File: src/rtl/serial_subtractor.sv
// serial_subtractor: bit-serial LSB-first a - b using one full-subtractor cell and a borrow flop
module serial_subtractor #(
   parameter int WIDTH = 4
) (
   input  logic             clk,
   input  logic             rst,
   input  logic             start,
   input  logic [WIDTH-1:0] a,
   input  logic [WIDTH-1:0] b,
   output logic             busy,
   output logic             done,
   output logic [WIDTH-1:0] diff,
   output logic             borrow
);
   localparam int CW = $clog2(WIDTH) + 1;

   typedef enum logic [1:0] {IDLE, RUN, DONE} state_t;

   state_t           state;
   logic [WIDTH-1:0] sa, sb, res, res_next;
   logic [CW-1:0]    cnt;
   logic             br, d, br_next, last;

   assign d        = sa[0] ^ sb[0] ^ br;
   assign br_next  = (~sa[0] & sb[0]) | (~(sa[0] ^ sb[0]) & br);
   assign res_next = (res >> 1) | (WIDTH'(d) << (WIDTH - 1));
   assign last     = cnt == CW'(WIDTH - 1);

   // control FSM plus datapath: latch operands on start, retire one bit per edge while running
   always_ff @(posedge clk) begin
      if (rst) begin
         state  <= IDLE;
         busy   <= 1'b0;
         done   <= 1'b0;
         diff   <= '0;
         borrow <= 1'b0;
         sa     <= '0;
         sb     <= '0;
         res    <= '0;
         br     <= 1'b0;
         cnt    <= '0;
      end else begin
         case (state)
            RUN: begin
               sa  <= sa >> 1;
               sb  <= sb >> 1;
               br  <= br_next;
               res <= res_next;
               cnt <= cnt + 1'b1;
               if (last) begin
                  state  <= DONE;
                  busy   <= 1'b0;
                  done   <= 1'b1;
                  diff   <= res_next;
                  borrow <= br_next;
               end
            end
            default: begin
               done  <= 1'b0;
               state <= start ? RUN : IDLE;
               busy  <= start;
               if (start) begin
                  sa  <= a;
                  sb  <= b;
                  res <= '0;
                  br  <= 1'b0;
                  cnt <= '0;
               end
            end
         endcase
      end
   end
endmodule
File: config.mk
export PLATFORM = sky130hd
export DESIGN_NAME = serial_subtractor
export DESIGN_NICKNAME = d
export VERILOG_FILES = /design/src/rtl/serial_subtractor.sv
export SDC_FILE = /design/constraint.sdc
export NUM_CORES = 1
export LEC_CHECK = 0
export CAP_MARGIN = 25
export CELL_PAD_IN_SITES_DETAIL_PLACEMENT = 0
export CELL_PAD_IN_SITES_GLOBAL_PLACEMENT = 1
export CORE_ASPECT_RATIO = 0.9
export CORE_MARGIN = 8
export CORE_UTILIZATION = 36
export CTS_CLUSTER_SIZE = 24
export DETAILED_ROUTE_END_ITERATION = 12
export GPL_TIMING_DRIVEN = 0
export PLACE_DENSITY = 0.83
export SYNTH_ARGS = -nofsm -noshare
export SYNTH_HDL_FRONTEND = slang
export SYNTH_SLANG_ARGS = --single-unit
export TNS_END_PERCENT = 5
File: constraint.sdc
create_clock -name clk -period 1.3 [get_ports clk]
set_clock_uncertainty 0.05 [all_clocks]
set_input_delay 0.26 -clock clk [delete_from_list [all_inputs] [get_ports clk]]
set_output_delay 0.26 -clock clk [all_outputs]
set_load 0.02 [all_outputs]
==> impl_metrics.yaml, run 1 <==
cells_and_area:
  drive_above_1_share: 0.358
  nNetsFinal: 135
  synthToLayoutAreaGrowth_pct: 23.8
  final.fill_count: 283
  multi_input_comb_area_um2: 547
  sequential_cell_area_um2: 468
  antenna_cells: 0
clock_network:
  post_cts_hold_buffer_count: 0
  cts_inserted_buffers: 3
  clk_pin_slew_ps: 120
  cts_max_path_buffers: 2
  insertion_delay_ps: 310
  ctsHtreeMaxLevel: 1
  clk_root_buffer_cell: "sky130_fd_sc_hd__clkbuf_4"
  tritoncts: "yes"
  cts_num_sinks: 23
setup_path:
  timing_worst_setup_path_type: "flop to flop"
  regToRegStartpoint: "cnt[0]"
  reg2regPathDepth: 6
  worst_setup_ep_type: "flop"
  maximum_fanout_along_the_worst_path: 7
  worstPathRequired_ps: 1460
  r2r_slack_ps: -20
  startpoint_type: "flop"
  timing.rr.end: "diff[1]"
  crit_arrival_ps: 1480
die:
  dieArea_mm2: 0.00498
  design.portCount: 18
  std_cell_rows: 18
  die_w_um: 73.5
  floorplan.initialDensity: 0.384
  placeableCoreArea_mm2: 0.00279
  floorplan.die.height_um: 67.7
drt:
  drt_wl_total_um: 2010
  detailedRoute.firstIterationViolations: 27
  num_vias: 733
  detail_route.vias_per_cell: 4.58
  wl_per_cell_um: 12.6
  postRouteAntennaNets: 0
  dr.pass1.iters: 4
  drc: 0
grt:
  gr-total-overflow: 0
  grt-busiest-layer: "met2"
  antenna_violations_before_repair: 0
  globalRouteMet2Util: 0.149
  largest_net_degree_at_the_start_of_global_routing: 14
  aggregate_global_route_resource_usage: 0.0907
  first_global_vias: 779
  wire_length_of_the_first_global_routing_pass_um: 3510
  grt.met1_usage: 0.109
  grtUsageMet3: 0.0385
synthesis:
  post-synth-top-area-cell: "sky130_fd_sc_hd__dfxtp_1"
  syn-num-nets: 112
  synth.area.top_cells: "sky130_fd_sc_hd__dfxtp_1 43%, sky130_fd_sc_hd__mux2i_1 11%, sky130_fd_sc_hd__a211oi_2 8.2%"
  synth.top_cell.area_share: 0.430
  netlist_area_mm2: 0.00107
  seq_area_frac_synth: 0.430
  synth-seq-cells: 23
  synthesis.area_per_instance_um2: 10.9
  distinct_cell_type_count_after_synthesis: 24
  syn_warnings: 0
  synth_cells: 98
sta:
  timing_hold_violations_final: 0
  slew_limit_headroom: 0.802
  rsz0062_at_grt: "yes"
  post-route-period-util: 1.02
  max_freq_mhz: 757
  setup_ws_ps: -21.7
  number_of_pins_with_negative_max_slew_slack_in_the_final_report: 0
  tightest_slew_ps: 297
  timing.final.crit_period_ps: 1320
  setup_viol_count_final: 4
  whs_ps: 221
power:
  powerDensity_mw_per_mm2: 967
  leakage_power_total_nw: 0.518
  finalPower_mw: 1.28
  irDropWorstVdd_v: 0.000730
placed_design:
  io_buffers: 16
  dp_hpwl_um: 1490
  gp_routability_congestion: 0.720
worst_hold_path:
  hold_path_class: "input pin to flop"
  min_to: "br"
  min-delay-start: "start"
  hold-path-cell-count: 3
outcome:
  outcome: "finished with violations"
  failed_checks: "setup timing"
job:
  cap_violations: 0
[cell type report]
cell class | instances | area share
Tap cell | 40 | 0.0377
Clock buffer | 3 | 0.0170
Multi-Input combinational cell | 64 | 0.412
Buffer | 8 | 0.0623
Inverter | 3 | 0.00849
Timing Repair Buffer | 18 | 0.106
Sequential cell | 23 | 0.353
Clock inverter | 1 | 0.00377
[stage by stage]
| step | setup slack [ps] | cells | area [um2] | TNS (ps) | utilization |
|---|---|---|---|---|---|
| 6_report | -21.7 | 160 | 1330 | -54.2 | 0.475 |
| 5_1_grt | -106 | 160 | 1330 | -412 | 0.475 |
| 4_1_cts | -60.1 | 160 | 1360 | -202 | 0.487 |
| 3_5_place_dp | -292 | 154 | 1310 | -3610 | 0.470 |
| 3_3_place_gp | -242 | 154 | 1310 | -2910 | 0.470 |
| 2_1_floorplan | 10.9 | 98 | 1100 | 0 | - |
[repair_timing]
item / in CTS / in global routing
setup buffers: 2 / 0
gates cloned: 0 / 0
setup endpoints to repair: 12 / 17
gates resized for setup: 17 / 10
hold endpoints to repair: 0 / 0
pin swaps: 2 / 3
[registers in the layout (all words and copies together), names as in the netlist]
register and count:
res 3, sb 4, cnt 3, state 2, diff 4, borrow 1, br 1, sa 4
done 1
[where the power goes]
group / total (mW) / internal (mW) / switching, mW
clock: 0.322 / 0.115 / 0.207
sequential: 0.754 / 0.735 / 0.0194
combinational: 0.207 / 0.107 / 0.100
total: 1.28 / 0.956 / 0.326
[cells by family (layout without fill, tap and decap cells)]
| family | Yosys count | count (layout) | share of synthesized area |
|---|---|---|---|
| and+or+nand+nor | 35 | 35 | 0.204 |
| DFF | 23 | 23 | 0.430 |
| AOI/OAI and AO/OA | 14 | 14 | 0.128 |
| muxes | 12 | 12 | 0.112 |
| buffers and inverters | 11 | 33 | 0.0829 |
| adders and majority gates | 3 | 3 | 0.0421 |
[cells in the mapped netlist, drive strengths merged]
library cell,instances
a211oi,7
and3b,1
or3,2
fa,1
mux2i,12
ha,2
nor3b,1
buf,8
nor2b,1
dfxtp,23
nand2b,4
nand2,4
nand3b,5
inv,3
nor3,4
a21oi,7
nor2,13
[metal layers]
metal,wire length (um),part of all wire
met1,961,0.48
met2,941,0.47
met3,103,0.051
met4,8,0.0040
met5,0,0
[layout by cell type (no fill, tap or decap)]
cell,count
sky130_fd_sc_hd__a211oi_2,7
sky130_fd_sc_hd__a21oi_1,3
sky130_fd_sc_hd__a21oi_2,4
sky130_fd_sc_hd__and3b_1,1
sky130_fd_sc_hd__buf_12,1
sky130_fd_sc_hd__buf_2,2
sky130_fd_sc_hd__buf_4,3
sky130_fd_sc_hd__buf_6,4
sky130_fd_sc_hd__clkbuf_2,7
sky130_fd_sc_hd__clkbuf_4,3
sky130_fd_sc_hd__clkdlybuf4s50_1,9
sky130_fd_sc_hd__clkinv_2,1
sky130_fd_sc_hd__dfxtp_1,19
sky130_fd_sc_hd__dfxtp_2,3
sky130_fd_sc_hd__dfxtp_4,1
sky130_fd_sc_hd__fa_1,1
sky130_fd_sc_hd__ha_4,2
sky130_fd_sc_hd__inv_1,3
sky130_fd_sc_hd__mux2i_1,12
sky130_fd_sc_hd__nand2_1,4
sky130_fd_sc_hd__nand2b_1,4
sky130_fd_sc_hd__nand3b_1,3
sky130_fd_sc_hd__nand3b_4,2
sky130_fd_sc_hd__nor2_1,13
sky130_fd_sc_hd__nor2b_2,1
sky130_fd_sc_hd__nor3_1,3
sky130_fd_sc_hd__nor3_2,1
sky130_fd_sc_hd__nor3b_2,1
sky130_fd_sc_hd__or3_1,2
[how the worst max path moves through the flow]
stage | start | endpoint | slack [ps]
after floorplan | cnt[0] | diff[3] | 10
after global placement | rst | diff[0] | -240
after detailed placement | rst | diff[1] | -290
after CTS | cnt[1] | diff[1] | -60
after global routing | cnt[0] | diff[2] | -110
final | cnt[0] | diff[1] | -20
[worst max-delay path, cell delays in order, from the launching register on]
cell and delay, ps:
sky130_fd_sc_hd__dfxtp_4 370, sky130_fd_sc_hd__ha_4 160, sky130_fd_sc_hd__ha_4 150, sky130_fd_sc_hd__and3b_1 160, sky130_fd_sc_hd__buf_6 140, sky130_fd_sc_hd__mux2i_1 150
sky130_fd_sc_hd__nor2_1 50
Note: power is estimated with default switching activity, not from simulation.
==> inputs of run 2 (changes only) <==
Settings changed: SKIP_CTS_REPAIR_TIMING from default to 1.
==> run 2 against run 1 <==
The flow still finishes with violations (setup timing). Setup slack worse by 26 ps. Sequential share of layout area is 1.0 points lower. Non-clock buffer count is 2 lower. Clock-buffer cell count stayed put. Global-route usage is 0.061 points lower. Via count is 0.27% lower. Combinational power hardly changed. Critical endpoint unchanged. Highest routed layer unchanged. Largest power group unchanged.
==> impl_metrics.yaml, run 2 (synthesized netlist as in run 1, its figures left out) <==
power:
  finalPower_mw: 1.28
  p_switching_mw: 0.324
  powerDensity_mw_per_mm2: 938
  logic_pwr_share: 0.159
  internal_power_mw: 0.955
  irDropWorstVdd_v: 0.000730
  leakage_power_total_nw: 0.624
  power.share.sequential: 0.591
  netSwitchingFraction: 0.253
  clockPowerShare: 0.250
drt:
  top_metal_layer_carrying_routed_signals: "met4"
  num_vias: 731
  wl_met2_um: 952
  postRouteAntennaNets: 0
  drt-met1-wl_um: 960
  dr.pass1.iters: 4
  wl_met3_um: 102
  detail_route.vias_per_cell: 4.63
  wl_per_cell_um: 12.8
  drt_wl_total_um: 2020
  drc: 0
  detailedRoute.firstIterationViolations: 21
cells_and_area:
  nNetsFinal: 133
  final_common_cell: "sky130_fd_sc_hd__dfxtp_1"
  final_area_mm2: 0.00136
  biggestRegsByFlops: "diff (4), sa (4), sb (4)"
  drive_above_1_share: 0.280
  antenna_cells: 0
  postLayoutCoreUtil: 0.488
  mostFrequentLayoutCells: "20 x sky130_fd_sc_hd__dfxtp_1, 13 x sky130_fd_sc_hd__nor2_1, 12 x sky130_fd_sc_hd__mux2i_1"
  synthToLayoutAreaGrowth_pct: 27.2
  multi_input_comb_area_um2: 547
  final.fill_count: 279
  sequential_cell_area_um2: 467
  layout.cells.non_filler: 158
clock_network:
  ctsHtreeMaxLevel: 1
  tritoncts: "yes"
  clk_pin_slew_ps: 120
  cts_max_path_buffers: 2
  clk_root_buffer_cell: "sky130_fd_sc_hd__clkbuf_4"
  cts_inserted_buffers: 3
  cts_num_sinks: 23
  insertion_delay_ps: 300
grt:
  gr-total-overflow: 0
  first_global_vias: 762
  antenna_violations_before_repair: 0
  aggregate_global_route_resource_usage: 0.0901
  largest_net_degree_at_the_start_of_global_routing: 14
  wire_length_of_the_first_global_routing_pass_um: 3480
sta:
  timing.final.crit_period_ps: 1350
  slew_limit_headroom: 0.799
  setup_ws_ps: -47.5
  max_freq_mhz: 742
  post-route-period-util: 1.04
  rsz0062_at_grt: "yes"
  whs_ps: 225
  tightest_slew_ps: 302
  timing_hold_violations_final: 0
  number_of_pins_with_negative_max_slew_slack_in_the_final_report: 0
  timing.setup.tns_ps: -178
  setup_viol_count_final: 5
placed_design:
  io_buffers: 16
  dpl-instance-area_mm2: 0.00131
  numPlacedInstances: 154
  dp_worst_setup_slack_ps: -292
  gp_routability_congestion: 0.720
  dp_hpwl_um: 1490
die:
  floorplan.die.height_um: 67.7
  floorplan.initialDensity: 0.384
  std_cell_rows: 18
  design.portCount: 18
  dieArea_mm2: 0.00498
  placeableCoreArea_mm2: 0.00279
  die_w_um: 73.5
setup_path:
  crit_family: "flip-flops"
  startpoint_type: "flop"
  critical-path-top-cell-by-count: "sky130_fd_sc_hd__ha_4"
  worst_setup_ep_type: "flop"
  critical_path.n_buffers_inverters: 1
  maximum_fanout_along_the_worst_path: 7
  timing_worst_setup_path_type: "flop to flop"
  crit_arrival_ps: 1500
  worstPathRequired_ps: 1450
  cp_slowest_cell: "sky130_fd_sc_hd__dfxtp_4"
  cp_slowest_stage_delay_ps: 390
  critical_path.cell_chain: "ha_4 -> ha_4 -> and3b_1 -> buf_6 -> mux2i_1 -> nor2_1"
outcome:
  outcome: "finished with violations"
  failed_checks: "setup timing"
worst_hold_path:
  hold_path_class: "input pin to flop"
job:
  cap_violations: 0
-- run 2: worst min-delay path: stages --
cell,delay (ps)
sky130_fd_sc_hd__buf_6,110
sky130_fd_sc_hd__or3_1,120
sky130_fd_sc_hd__a21oi_2,50
-- run 2: area by class of cell --
type	count	area share
Sequential cell	23	0.343
Buffer	8	0.0606
Timing Repair Buffer	16	0.130
Clock buffer	3	0.0165
Inverter	3	0.00826
Clock inverter	1	0.00367
Tap cell	40	0.0367
Multi-Input combinational cell	64	0.401
-- run 2: routing by layer --
layer / global-route usage / vias up
met5: 0 / -
met2: 0.144 / 13
li1: - / 373
met3: 0.0385 / 2
met4: 0.0149 / 0
met1: 0.112 / 343
-- run 2: power by group through the flow --
stage	registers (mW)	logic [mW]	clock network, mW
floorplan	0.770	0.143	0
global placement	0.770	0.204	0
detailed placement	0.771	0.207	0
CTS	0.756	0.208	0.336
global route	0.760	0.225	0.365
finish	0.755	0.204	0.319
-- run 2: final timing paths --
path                from      end  slack (ps)  cells past startpoint
setup / recovery  cnt[0]  diff[1]         -50                      6
hold / removal     start       br         230                      3
setup reg to reg  cnt[0]  diff[1]         -50                      6
hold reg to reg   res[2]   res[1]         440                      2
